File: src/rtl/fft32_input_loader.sv
// Ping-pong frame loader for the 32-point FFT: scatters serial samples into bit-reversed lanes.
// Optional build macro FFT32_LOADER_SCALE_EN pre-scales every sample by >>> SCALE_SHIFT.
module fft32_input_loader #(
    parameter int N           = 32,
    parameter int DW          = 32,
    parameter int SCALE_SHIFT = 5
) (
    input  logic            clk,
    input  logic            rst_n,
    input  logic            flush,
    input  logic            in_valid,
    output logic            in_ready,
    input  logic [DW-1:0]   in_data,
    output logic            out_valid,
    input  logic            out_ready,
    output logic [N*DW-1:0] frame_data,
    output logic [5:0]      fill_level,
    output logic [15:0]     frame_count
);

    if (N != 32 || SCALE_SHIFT < 0 || SCALE_SHIFT >= DW) begin : g_bad_cfg
        $error("fft32_input_loader: N must be 32 and SCALE_SHIFT within 0..DW-1");
    end

    function automatic logic [4:0] bitrev5(input logic [4:0] v);
        return {v[0], v[1], v[2], v[3], v[4]};
    endfunction

    logic [DW-1:0] mem_q [0:2*N-1];
    logic          wr_bank_q, wr_bank_d;
    logic          rd_bank_q, rd_bank_d;
    logic [4:0]    wr_cnt_q, wr_cnt_d;
    logic [1:0]    full_q, full_d;
    logic [15:0]   frame_count_q, frame_count_d;

    logic          accept_s;
    logic          handoff_s;
    logic [5:0]    wr_addr_s;
    logic [DW-1:0] sample_s;

    assign in_ready    = rst_n & ~full_q[wr_bank_q];
    assign out_valid   = full_q[rd_bank_q];
    assign fill_level  = {1'b0, wr_cnt_q};
    assign frame_count = frame_count_q;
    assign accept_s    = in_valid & in_ready & ~flush;
    assign handoff_s   = full_q[rd_bank_q] & out_ready;
    assign wr_addr_s   = {wr_bank_q, bitrev5(wr_cnt_q)};

    // Sample conditioning ahead of the storage write
    always_comb begin
        sample_s = '0;
`ifdef FFT32_LOADER_SCALE_EN
        sample_s = DW'($signed(in_data) >>> SCALE_SHIFT);
`else
        sample_s = in_data;
`endif
    end

    // Next-state for write pointer, bank flags and handoff bookkeeping
    always_comb begin
        wr_bank_d     = wr_bank_q;
        rd_bank_d     = rd_bank_q;
        wr_cnt_d      = wr_cnt_q;
        full_d        = full_q;
        frame_count_d = frame_count_q;
        if (flush) begin
            wr_cnt_d = 5'd0;
        end else if (accept_s) begin
            if (wr_cnt_q == 5'd31) begin
                wr_cnt_d          = 5'd0;
                wr_bank_d         = ~wr_bank_q;
                full_d[wr_bank_q] = 1'b1;
            end else begin
                wr_cnt_d = wr_cnt_q + 5'd1;
            end
        end else begin
            wr_cnt_d = wr_cnt_q;
        end
        // accept needs the write bank empty and handoff needs the read bank full, so they never collide
        if (handoff_s) begin
            full_d[rd_bank_q] = 1'b0;
            rd_bank_d         = ~rd_bank_q;
            frame_count_d     = frame_count_q + 16'd1;
        end else begin
            rd_bank_d = rd_bank_q;
        end
    end

    // Control state registers
    always_ff @(posedge clk or negedge rst_n) begin
        if (!rst_n) begin
            wr_bank_q     <= 1'b0;
            rd_bank_q     <= 1'b0;
            wr_cnt_q      <= 5'd0;
            full_q        <= 2'b00;
            frame_count_q <= 16'd0;
        end else begin
            wr_bank_q     <= wr_bank_d;
            rd_bank_q     <= rd_bank_d;
            wr_cnt_q      <= wr_cnt_d;
            full_q        <= full_d;
            frame_count_q <= frame_count_d;
        end
    end

    // Two-bank sample storage; bit-reversed scatter on write
    always_ff @(posedge clk or negedge rst_n) begin
        if (!rst_n) begin
            for (int i = 0; i < 2*N; i++) begin
                mem_q[i] <= '0;
            end
        end else if (accept_s) begin
            mem_q[wr_addr_s] <= sample_s;
        end
    end

    // Parallel frame view of the read bank
    always_comb begin
        frame_data = '0;
        for (int k = 0; k < N; k++) begin
            frame_data[k*DW +: DW] = mem_q[{rd_bank_q, 5'(k)}];
        end
    end

endmodule
File: config.mk
export PLATFORM = sky130hd
export DESIGN_NAME = fft32_input_loader
export DESIGN_NICKNAME = d
export VERILOG_FILES = /design/src/rtl/fft32_input_loader.sv
export SDC_FILE = /design/constraint.sdc
export NUM_CORES = 2
export LEC_CHECK = 0
export ABC_AREA = 1
export BUFFER_PORTS_ARGS = -buffer_cell sky130_fd_sc_hd__buf_2
export CAP_MARGIN = 20
export CORE_AREA = 2 2 421 423
export DETAILED_ROUTE_END_ITERATION = 12
export DIE_AREA = 0 0 423 425
export GPL_ROUTABILITY_DRIVEN = 0
export PLACE_DENSITY = 0.8
export SYNTH_ARGS = -nofsm -noshare
export SYNTH_HDL_FRONTEND = slang
export SYNTH_SLANG_ARGS = --single-unit
export TNS_END_PERCENT = 10
File: constraint.sdc
create_clock -name clk -period 4.75 [get_ports clk]
set_clock_uncertainty 0.05 [all_clocks]
set_input_delay 0.95 -clock clk [delete_from_list [all_inputs] [get_ports clk]]
set_output_delay 0.95 -clock clk [all_outputs]
set_load 0.005 [all_outputs]
Word level (Yosys, flattened, before mapping):

Cells that the tools add are included.

* flip-flop bits (word level): 2073
* logic and storage cells: 273
* output and inout bits: 1048

* $lt $le $gt $ge: 38
* add/sub/neg operators: 2
* reductions and logical operators: 5
* multiplexer cells: 114
* equality and inequality tests: 1
* bitwise logic cells: 44

Operators by type and width (count)
* binary-select mux 32 bit (select 6 bit): 32
* 2-to-1 mux 32 bit: 65
* bitwise mux 2048 bit: 1
* greater-or-equal comparator 7 bit (second input constant): 33
* inverter 6 -> 7 bit: 33
* demux 32 bit (select 6 bit): 1
* adder 16 x 1 -> 16 bit (second input constant): 1
* 2-to-1 mux 5 bit: 3
* 2-to-1 mux 2 bit: 4
* less-than comparator 7 x 1 -> 1 bit (second input constant): 1
* 2-to-1 mux 1 bit: 6
* adder 5 x 1 -> 5 bit (second input constant): 1
* == test 5 bit (second input constant): 1
* bitwise AND 1 bit: 4
* less-than comparator 1 x 2 -> 1 bit (second input constant): 2
* inverter 1 bit: 4
* logical AND 1 bit: 3
* AND reduction 3 bit: 1
* bitwise AND 2 bit: 1
* demux 1 bit (select 1 bit): 2
* greater-or-equal comparator 1 bit (second input constant): 2
* inverter 2 bit: 1
* bitwise OR 2 bit: 1
* nonzero test 2 bit: 1

Depth between registers and ports, before layout:

* depth after elaboration: 10
* gate-level depth with buffers: 11
* gate-level depth less buffers: 8

Worst setup path before layout:

Ideal clock, no wire load.

* path type: reg2out
* start point: reg rd_bank_q
* end point: out frame_data[719]
* slack: 2.222 ns
* buffers on the path: 4
* arrival time: 1.528 ns
* stages on the path, launching flop included: 8
* cell sequence: dfrtp_1 inv_1 buf_2 clkbuf_1 clkbuf_1 clkbuf_1 nand2_1 nand2_1

* word-level cells in the longest chain between the ends: 4

RTL lines
* start: declaration: RTL line 31 `logic rd_bank_q, rd_bank_d;`
* start signal: assignment: RTL line 99 `rd_bank_q <= rd_bank_d;`
* inverter 6 -> 7 bit (implied by the code): RTL line 121 `frame_data[k*DW +: DW] = mem_q[{rd_bank_q, 5'(k)}];`
* binary-select mux 32 bit (select 6 bit): RTL line 121
* 2-to-1 mux 32 bit (implied by the code) (2 in a row): RTL line 121
* end: declaration: RTL line 16 `output logic [N*DW-1:0] frame_data,`

No other way between the ends. The select of a mux whose other input is x is not followed.

Worst setup path after layout:

* start point: reg rd_bank_q
* end point: out frame_data[374]

Same word-level chain as after synthesis.

==> flow_summary.yaml <==
clock_tree:
  ctsHoldBuffers: 1
  postCtsSetupBuffers: 0
  cts_root_buffer: "clkbuf_16"
  numCtsBuffers: 208
  clock_latency_ns: 0.89
  cts.clk_slew.worst_paths_ns: 0.06
  ctsResizeCount: 0
  cts_sinks: 2073
  clk_path_buf_depth: 3
  htreeDepth: 4
  tritoncts: "built"
global_route:
  antenna_found_initial: 10
  grt_pass1_wl_um: 536100
  grt_pass1_vias: 85406
  grtUsageTotal_pct: 39.10
  grt_start_max_net_pins: 181
  grt.overflow.total: 0
min_path:
  holdPathEnd: "full_q[1]"
  min_path_type: "in -> reg"
  whs_path_depth: 3
  hp-start: "in_valid"
synthesis:
  yosysWarnings: 0
  yosysTopAreaCellShare_pct: 54.16
  synth_area_um2: 95770
  ys_ff_latch: 2073
  yosysMostFrequentCell: "nand2_1"
  syn_inst: 12679
  ys.flop_type: "dfrtp_1"
  syn_nets: 12719
  synth_seq_area_share_pct: 54.16
  ys_async_sr_fraction_pct: 100.0
  ys_top_cells_by_count: "7236 x nand2_1, 2141 x nand3_1, 2073 x dfrtp_1"
  synth_top_cell_by_area: "dfrtp_1"
  ys_types: 25
  synth_area_leaders: "dfrtp_1 54%, nand2_1 28%, nand3_1 11%"
  avgSynthCellArea_um2: 7.554
  synth_edf_count: 0
pwr:
  total_power_mw: 41.65
  ir_worst_vdd_mv: 0.4392
  comb_power_share_pct: 15.0
  internal-power_mw: 28.83
  clock_power_share_pct: 41.1
  p_seq_share_pct: 43.9
  switchingPower_mw: 12.82
  power_density_nw_per_um2: 381.9
  p_sw_share_pct: 30.78
  p_leak_nw: 65.60
worst_setup_path:
  endpoint_kind: "output port"
  regToRegEndpoint: "mem_q[1095]"
  r2r_start: "wr_cnt_q[3]"
  startpoint_type: "flip-flop"
  cp_data_required_time_ns: 3.75
  crit_fanout: 125
  crit_type: "reg -> out"
  cp_data_arrival_time_ns: 3.54
  r2r_cells: 8
  reg2reg_slack_ns: 1.49
floorplan:
  initial_core_util_pct: 54.62
  die_w_um: 423
  die_area_um2: 179800
  ios: 1085
  row_count: 154
  die_height_um: 425
  fp.coreArea_um2: 175300
final_layout:
  drive_gt1_share_pct: 13.29
  n_fill_cell: 14997
  utilization_pct: 62.20
  final_cells: 15694
  syn_to_final_growth_pct: 13.87
  fin_nets: 13218
sta:
  finalSetupViolCount: 0
  rsz0062_at_grt: "no"
  finalCritPeriodShare_pct: 95.53
  tns_ns: 0
  final_max_slew_viol_count: 0
  worst_pin_slew_ns: 1.199
  slew_headroom_pct: 20.09
  hold_ws_ns: 0.3466
  period_needed_ns: 4.538
  clock.fmax_mhz: 220.4
  final-hold-violation-count: 0
routing:
  antenna_left: 0
  wire_per_inst_um: 22.91
  drc: 0
  finalWirelength_um: 359600
  drt-initial-drc-count: 12757
  firstDrtPassIters: 6
  viasPerCell: 5.859
  vias: 91944
place:
  hpwl_um: 217000
  numPortBuffers: 1083
  placed_cells: 15307
job:
  drv_cap: 0
outcome:
  outcome: "complete, no violations"
state kept, by name, indices dropped and copies added, names as in the netlist:
name,flops
mem_q,2048
frame_count,16
wr_cnt_q,5
full_q,2
rd_bank_q,1
wr_bank_q,1
critical path, cell delays in order, from the launching register on:
cell and delay [ns]:
dfrtp_4 0.72, inv_8 0.55, buf_12 0.47, nand2_1 0.11, nand2_1 0.32, buf_2 0.19
metrics by stage:
step / setup WS [ns] / instance area [um2]
floorplan: 2.222 / 95770
CTS: 0.3419 / 109100
detailed placement: 1.275 / 101900
global route: 0.1576 / 109100
finish: 0.2125 / 109100
global placement: 1.267 / 101900
cells in the final DEF, fill, tap and decap left out:
master,n
buf_4,260
diode_2,4
clkbuf_16,208
nor2_4,10
nand2_1,7236
a21oi_1,3
buf_2,1050
o21bai_1,1
clkinvlp_4,5
clkinv_4,4
nor3_1,2
nand3b_1,1
clkinv_16,6
inv_16,3
dfrtp_4,1
o21ai_0,6
clkinv_2,29
nor2_2,57
nand3_1,2136
xor2_1,4
nor2_1,19
inv_2,3
inv_1,28
conb_1,1
inv_8,1
inv_6,2
inv_4,1
xnor2_1,3
clkbuf_1,53
buf_12,57
nand4_1,7
dlygate4sd3_1,1
nand3_2,5
dfrtp_1,2072
bufinv_16,13
clkinv_8,5
ha_1,3
clkbuf_8,54
kinds of logic (layout without fill, tap and decap cells):
family | count (synthesis) | count (layout) | synth area share (%)
xor gates and xnor gates | 7 | 7 | 0.06402
buffers and inverters | 1112 | 1783 | 5.716
adders and majority gates | 3 | 3 | 0.03920
AOI/OAI and AO/OA | 10 | 10 | 0.05487
and+or+nand+nor | 9473 | 9473 | 39.96
DFF | 2073 | 2073 | 54.16
other | 1 | 5 | 0.003915
area by class of cell:
cell class	instances	area [um2]	share of cell area [%]
antenna	4	10.01	0.009178
clock buffer	315	6147	5.636
clock inverter	67	947.2	0.8685
inverter	33	133.9	0.1228
multi-input combinational	9494	38660	35.45
sequential	2073	51880	47.57
tap	2340	2928	2.685
timing repair buffer	1368	8358	7.664
worst max path at each step:
stage | slack, ns | from | end
final | 0.21 | rd_bank_q | frame_data[374]
after global routing | 0.16 | rd_bank_q | frame_data[380]
after CTS | 0.34 | rd_bank_q | frame_data[56]
after detailed placement | 1.27 | rd_bank_q | frame_data[56]
after global placement | 1.27 | rd_bank_q | frame_data[56]
after floorplan | 2.22 | rd_bank_q | frame_data[719]
layer usage:
| metal | GRT usage (%) | vias to the layer above | share of wire (%) |
|---|---|---|---|
| li1 | - | 40538 | - |
| met5 | 0 | - | 0.022 |
| met3 | 8.882 | 1331 | 12 |
| met4 | 31.18 | 12 | 9.6 |
| met2 | 55.00 | 6381 | 42 |
| met1 | 52.21 | 43682 | 36 |
power by group through the flow:
stage,registers (mW),clock network [mW],logic [mW]
4_1_cts,18.3,17.2,6.06
3_5_place_dp,18.6,0,6.06
6_report,18.3,17.1,6.26
3_3_place_gp,18.6,0,6.04
5_1_grt,18.3,17.9,6.53
2_1_floorplan,18.5,0,3.62
Power figures use the tool's default switching activity.
